[config.mk]
export PLATFORM = sky130hd
export DESIGN_NAME = alarm_set_multi
export DESIGN_NICKNAME = d
export VERILOG_FILES = /design/src/rtl/alarm_set_multi.sv
export SDC_FILE = /design/constraint.sdc
export NUM_CORES = 1
export LEC_CHECK = 0
export CORE_MARGIN = 1
export CORE_UTILIZATION = 54
export CTS_BUF_LIST = sky130_fd_sc_hd__clkbuf_16
export DETAILED_ROUTE_END_ITERATION = 10
export PLACE_DENSITY = 0.79
export SYNTH_ARGS = -nofsm -noshare
export SYNTH_HDL_FRONTEND = slang
export SYNTH_SLANG_ARGS = --single-unit
[constraint.sdc]
create_clock -name clk -period 2.8 [get_ports clk]
set_clock_uncertainty 0.1 [all_clocks]
set_input_delay 0.42 -clock clk [delete_from_list [all_inputs] [get_ports clk]]
set_output_delay 0.42 -clock clk [all_outputs]
set_load 0.05 [all_outputs]
[src/rtl/alarm_set_multi.sv]
// alarm_set_multi: bank of NUM_ALARMS BCD HH:MM alarms, edited one slot at a time with u/d/l/r buttons
// Ports: clk, reset (sync, active-high); spdt2 edit switch; slot selects the slot to edit/read (latched on spdt2 rise);
//        push_u/d/l/r debounced buttons; sel one-hot cursor; alarm working/committed value; alarm_all flat bank;
//        finish2 one-cycle commit pulse; busy high while editing.
// Optional: define ALARM_EDIT_CANCEL_EN to let l+r pressed together abort an edit.
module alarm_set_multi #(
  parameter int NUM_ALARMS = 4,
  parameter int SLOT_W = 2,
  parameter logic [15:0] DEFAULT_ALARM = 16'h1630
) (
  input  logic clk,
  input  logic reset,
  input  logic spdt2,
  input  logic [SLOT_W-1:0] slot,
  input  logic push_u,
  input  logic push_d,
  input  logic push_l,
  input  logic push_r,
  output logic [3:0] sel,
  output logic [15:0] alarm,
  output logic [16*NUM_ALARMS-1:0] alarm_all,
  output logic finish2,
  output logic busy
);
  typedef enum logic [1:0] {
    IDLE,
    EDIT,
    COMMIT
`ifdef ALARM_EDIT_CANCEL_EN
    , WAIT_LOW
`endif
  } state_t;
  state_t r_state, w_next;
  logic [15:0] r_bank [NUM_ALARMS];
  logic [15:0] r_work, w_work_n;
  logic [3:0] r_sel, w_sel_n;
  logic [SLOT_W-1:0] r_cur, w_slot_c;
  logic r_spdt2_q, r_u_q, r_d_q, r_l_q, r_r_q;
  logic w_rise, w_ev_u, w_ev_d, w_ev_l, w_ev_r, w_up, w_dn;
  logic [3:0] w_th, w_oh, w_tm, w_om, w_th_n, w_oh_s, w_oh_n;
  function automatic logic [3:0] step(input logic [3:0] d, input logic [3:0] m, input logic up, input logic dn);
    return up ? (d == m ? 4'd0 : d + 4'd1) : dn ? (d == 4'd0 ? m : d - 4'd1) : d;
  endfunction
  assign w_rise = spdt2 & ~r_spdt2_q;
  assign w_ev_u = push_u & ~r_u_q;
  assign w_ev_d = push_d & ~r_d_q;
  assign w_ev_l = push_l & ~r_l_q;
  assign w_ev_r = push_r & ~r_r_q;
  assign w_slot_c = (int'(slot) >= NUM_ALARMS) ? SLOT_W'(NUM_ALARMS - 1) : slot;
  assign busy = (r_state == EDIT);
  assign finish2 = (r_state == COMMIT);
  assign sel = busy ? r_sel : 4'b0000;
  assign alarm = busy ? r_work : r_bank[r_cur];
  for (genvar k = 0; k < NUM_ALARMS; k++) begin : g_all
    assign alarm_all[16*k +: 16] = r_bank[k];
  end
  always_comb begin
    w_next = r_state;
    case (r_state)
      IDLE: w_next = w_rise ? EDIT : IDLE;
`ifdef ALARM_EDIT_CANCEL_EN
      EDIT: w_next = !spdt2 ? COMMIT : (w_ev_l & w_ev_r) ? WAIT_LOW : EDIT;
      WAIT_LOW: w_next = spdt2 ? WAIT_LOW : IDLE;
`else
      EDIT: w_next = spdt2 ? EDIT : COMMIT;
`endif
      default: w_next = IDLE;
    endcase
  end
  // Digit edits use the cursor as it stood at the start of the cycle; the hour clamp
  // looks at the new tens-hour so 1x -> 2x never leaves an invalid 24..29.
  always_comb begin
    {w_th, w_oh, w_tm, w_om} = r_work;
    w_up = w_ev_u & ~w_ev_d;
    w_dn = w_ev_d & ~w_ev_u;
    w_th_n = step(w_th, 4'd2, w_up & r_sel[3], w_dn & r_sel[3]);
    w_oh_s = step(w_oh, (w_th == 4'd2) ? 4'd3 : 4'd9, w_up & r_sel[2], w_dn & r_sel[2]);
    w_oh_n = (w_th_n == 4'd2 && w_oh_s > 4'd3) ? 4'd3 : w_oh_s;
    w_work_n = {w_th_n, w_oh_n, step(w_tm, 4'd5, w_up & r_sel[1], w_dn & r_sel[1]),
                step(w_om, 4'd9, w_up & r_sel[0], w_dn & r_sel[0])};
    w_sel_n = (w_ev_r & ~w_ev_l) ? {r_sel[0], r_sel[3:1]} :
              (w_ev_l & ~w_ev_r) ? {r_sel[2:0], r_sel[3]} : r_sel;
  end
  always_ff @(posedge clk) begin
    if (reset) r_state <= IDLE;
    else r_state <= w_next;
  end
  always_ff @(posedge clk) begin
    if (reset) begin
      for (int i = 0; i < NUM_ALARMS; i++) r_bank[i] <= DEFAULT_ALARM;
      r_work <= DEFAULT_ALARM;
      r_sel <= 4'b1000;
      r_cur <= '0;
      {r_spdt2_q, r_u_q, r_d_q, r_l_q, r_r_q} <= '0;
    end else begin
      {r_spdt2_q, r_u_q, r_d_q, r_l_q, r_r_q} <= {spdt2, push_u, push_d, push_l, push_r};
      if (r_state == IDLE && w_rise) begin
        r_cur <= w_slot_c;
        r_work <= r_bank[w_slot_c];
        r_sel <= 4'b1000;
      end else if (r_state == EDIT && spdt2) begin
        r_work <= w_work_n;
        r_sel <= w_sel_n;
      end
      if (r_state == EDIT && !spdt2) r_bank[r_cur] <= r_work;
    end
  end
endmodule

# --- After elaboration in Yosys (flattened, before gate mapping) ---
# Memories as Yosys holds them, arrays and structs flattened. A register that Yosys moved wholly into a read port is not among the register bits.
# Cells that the tools add are included.
word_totals:
  ff_bits: 29
  mem_bits_rw: 64
  output_inout_bits: 86
  mem_count: 1
classes:
  n_addsub: 8
  order_cmp: 1
  n_eq_ne: 7
  mux: 37
  n_bitwise: 26
  n_reduce_logical: 19
memory_table:
  columns: ["memory", "words", "word_bits", "rd", "rd_clocked_by_memory_dff", "write_ports", "line_no", "source"]
  rows:
  - ["r_bank", 4, 16, 6, 1, 4, "34", "logic [15:0] r_bank [NUM_ALARMS];"]
ops:
  columns: ["operator", "n"]
  rows:
  - ["$mux 4", 21]
  - ["$mux 16", 4]
  - ["$and 1x1->1", 17]
  - ["$add 4x1->4 const B", 4]
  - ["$logic_not 4->1", 4]
  - ["$reduce_or 16->1", 1]
  - ["$sub 4x1->4 const B", 4]
  - ["$not 1->1", 9]
  - ["$eq 4x2->1 const B", 2]
  - ["$mux 2", 4]
  - ["$mux 1", 7]
  - ["$reduce_and 2->1", 3]
  - ["$reduce_bool 3->1", 2]
  - ["$eq 4x3->1 const B", 1]
  - ["$eq 4x4->1", 1]
  - ["$eq 4x4->1 const B", 1]
  - ["$gt 4x2->1 const B", 1]
  - ["$logic_and 1x1->1", 4]
  - ["$pmux 2 s2", 1]
  - ["$reduce_bool 2->1", 2]
  - ["$eq 2x1->1 const B", 1]
  - ["$eq 2x2->1 const B", 1]
  - ["$logic_not 2->1", 1]
  - ["$reduce_or 2->1", 1]
  - ["$logic_not 1->1", 1]

# --- Depth between registers and ports, before layout ---
logic_depth:
  ltp_word: 12
  mapped_depth: 9
  mapped_depth_nobuf: 8

# --- Worst setup path before layout ---
# No wires, ideal clock.
synth_path:
  path_type: "flip-flop to flip-flop"
  startpoint: "register r_work[12]"
  endpoint: "register r_work[9]"
  arrival_ns: 2.207
  required_ns: 2.564
  path_slack_ns: 0.358
  stages_incl_launch_ff: 10
  path_buffers: 1
  cell_sequence: "dfxtp_1 > buf_6 > inv_1 > ha_1 > nor3b_2 > mux2_2 > and4b_1 > a221o_1 > o211ai_2 > a41oi_2"
synth_via:
  elab_chain_cells: 10
synth_lines:
  columns: ["item", "line_no", "source"]
  rows:
  - ["start: declaration", "35", "logic [15:0] r_work, w_work_n;"]
  - ["start signal: assignment", "99", "r_work <= r_bank[w_slot_c];"]
  - ["start signal: assignment", "102", "r_work <= w_work_n;"]
  - ["$eq 4x2->1", "42, 77", null]
  - ["$mux 4", "77", "w_oh_s = step(w_oh, (w_th == 4'd2) ? 4'd3 : 4'd9, w_up & r_sel[2], w_dn & r_sel[2]);"]
  - ["$eq 4x4->1 / $mux 4 (equally long branches)", "42", "return up ? (d == m ? 4'd0 : d + 4'd1) : dn ? (d == 4'd0 ? m : d - 4'd1) : d;"]
  - ["$mux 4 (2 in series)", "42", null]
  - ["$gt 4x2->1", "78", "w_oh_n = (w_th_n == 4'd2 && w_oh_s > 4'd3) ? 4'd3 : w_oh_s;"]
  - ["$logic_and 1x1->1", "78", null]
  - ["$mux 4 *", "78", null]
  - ["$mux 16 *", "101", "end else if (r_state == EDIT && spdt2) begin"]
  - ["$mux 16 *", "97", "if (r_state == IDLE && w_rise) begin"]
# Mark *: on every way between the ends. The rest lies on a longest branch, timed or not. The select of a mux whose other input is x is not followed.
# A chain may end at the register's enable or synchronous reset.

# --- Final worst setup path ---
layout_path:
  startpoint: "register r_state[0]"
  endpoint: "output port sel[1]"
layout_via:
  elab_chain_cells: 2
layout_lines:
  columns: ["item", "line_no", "source"]
  rows:
  - ["start: declaration", "33", "state_t r_state, w_next;"]
  - ["start signal: assignment", "86", "else r_state <= w_next;"]
  - ["$eq 2x1->1", "50", "assign busy = (r_state == EDIT);"]
  - ["$mux 4", "52", "assign sel = busy ? r_sel : 4'b0000;"]
  - ["end: declaration", "19", "output logic [3:0] sel,"]
# Every way passes these cells.

==> flow_summary.toml <==
[synthesis]
ys_seq_area_frac = 0.452
syn_nets = 534
synth.most_common_cell = "edfxtp_1"
syn_area_sq_um = 5620
yosysTopAreaCell = "edfxtp_1"
synthCells = 518
yosysUniqueCellTypes = 70
synth.avg_cell_area_sq_um = 10.9
synth_common_cells = "edfxtp_1, nand2_1, and2_1"
synth_top_area_frac = 0.342
synth_edf_count = 64
ys_top_cells_by_area = "edfxtp_1, mux4_2, dfxtp_1"
synthFlopType = "edfxtp_1"
ys_seq_elements = 95
synth_async_sr_flop_share = 0
ys_warn_count = 0

[hold_path]
whs_endpoint = "r_sel[0]"
hold_path_startpoint = "r_sel[0]"
hold_class = "reg -> reg"
worstHoldPathCells = 2

[floorplanning]
ios = 95
core_region_area_sq_um = 9950
die_area_sq_um = 10800
placementRows = 36
die_h_microns = 104
start_util = 0.565
die_w_microns = 104

[placement]
portBuffers = 94
place.gp.congestion = 0.897
dp_hpwl_microns = 11200

[clocking]
h-tree-depth = 3
cts_buffer_depth = 2
cts_tree = "built"
root_buffer = "clkbuf_16"
cts_hold_buf = 0
post-cts-setup-buffer-count = 0
path_clk_slew_ps = 60
clock-sinks = 95
cts_resized = 0
clk_latency_ps = 350
cts_made_buffers = 9

[finish]
antenna_cells = 0
layout-drive-gt1-share = 0.185
area_growth_pct = 25.9
layout.nets = 616

[pwr]
total_power_mw = 3.59
power.density_nw_per_um2 = 507
peakVddDrop_v = 0.000354
p_leak_nw = 2.53

[worst_setup_path]
r2r_slack_ps = 380
r2r_cells = 9
critical_path_class = "reg -> out"
required_ps = 2280
cp-end-kind = "output pin"
critical_path_arrival_ps = 2110
critPathMaxFanout = 25
worstReg2RegEnd = "r_work[11]"
start_kind = "flop"
r2r-start = "r_work[13]"

[sta]
fin_crit_sh = 0.939
finalSetupViolCount = 0
final-hold-violation-count = 0
finalCriticalPeriod_ps = 2630
fmax_mhz = 380
slew_headroom = 0.531
fin_tns_setup_ps = 0
tightest_slew_ps = 696
rsz0062_at_grt = "no"
drv_slew = 0

[routing]
drc = 0
wirelength_microns = 16300
final_antenna_net_count = 0
drtIter0Drc = 599
wl_per_cell_microns = 22.1
vias = 4726
via_per_inst = 6.40
drt_first_pass_iters = 5

[global_routing]
grt_pass1_vias = 4589
grt-ovfl-total = 0
track_usage = 0.308
grt_pass1_wl_microns = 25500
grt_start_max_net_pins = 34
antenna_found_initial = 0

[outcome]
status = "complete, no violations"

[job]
drv_cap = 0
==> registers in the layout, indices dropped and copies added, names as in the netlist, named ones only <==
name and flops:
r_bank 64, r_work 16, r_sel 4, r_cur 2
r_state 2, r_d_q 1, r_l_q 1, r_r_q 1
r_spdt2_q 1, r_u_q 1
==> power by group <==
| group | switching, mW | total (mW) | internal [mW] | leakage, nW |
|---|---|---|---|---|
| combinational | 0.441 | 0.730 | 0.289 | 1.54 |
| sequential | 0.0900 | 1.64 | 1.55 | 0.847 |
| clock | 0.537 | 1.22 | 0.686 | 0.142 |
==> per-stage QoR <==
| stage | cells | setup WS [ps] | utilization | hold WS (ps) | instance area (sq um) |
|---|---|---|---|---|---|
| 2_1_floorplan | 518 | 358 | - | 427 | 5620 |
| 3_3_place_gp | 722 | 268 | 0.682 | 480 | 6790 |
| 3_5_place_dp | 722 | 149 | 0.682 | 501 | 6790 |
| 4_1_cts | 738 | 206 | 0.711 | 511 | 7080 |
| 5_1_grt | 738 | 77.6 | 0.711 | 549 | 7080 |
| 6_report | 738 | 172 | 0.711 | 505 | 7080 |
==> per-layer routing <==
metal,vias to the layer above,share of wire,global-route usage
met5,-,0,0
met4,0,0.017,0.104
met3,39,0.098,0.0858
met2,277,0.50,0.498
met1,2329,0.39,0.401
li1,2081,-,-
==> logic make-up after synthesis <==
family | Yosys count | synth area share
buffers and inverters | 59 | 0.0494
adders and majority gates | 7 | 0.0156
DFF | 95 | 0.452
xor gates and xnor gates | 6 | 0.0107
AOI/OAI and AO/OA | 87 | 0.112
and+or+nand+nor | 223 | 0.216
muxes | 41 | 0.144
==> cells in the final DEF (no fill, tap or decap), drive strengths merged, types with 16 or more instances in the layout <==
master,instances
nor2,36
nand2b,18
edfxtp,64
clkdlybuf4s50,73
mux4,32
dfxtp,31
o21ai,18
a21oi,16
and2,38
nand2,61
buf,45
==> how the worst max path moves through the flow <==
stage | start | end | slack [ps] | depth (start not counted)
5_1_grt | r_state[0] | sel[0] | 80 | 5
6_report | r_state[0] | sel[1] | 170 | 5
3_5_place_dp | push_u | r_work[11] | 150 | 7
2_1_floorplan | r_work[12] | r_work[9] | 360 | 9
3_3_place_gp | push_u | r_work[11] | 270 | 7
4_1_cts | r_state[0] | sel[1] | 210 | 5
==> worst max-delay path, stage by stage, from the launching register on <==
cell and delay, ps:
dfxtp_1 460, nand2b_1 110, buf_4 240, inv_1 530, and2_1 220, buf_4 190
==> area by class of cell <==
class,instances,area [sq um]
Clock buffer,9,225
Tap cell,133,166
Timing Repair Buffer,118,1230
Clock inverter,7,65.1
Multi-Input combinational cell,364,2800
Sequential cell,95,2540
Inverter,12,45.0
Fill cell,686,2880
Note: power is estimated with default switching activity, not from simulation.
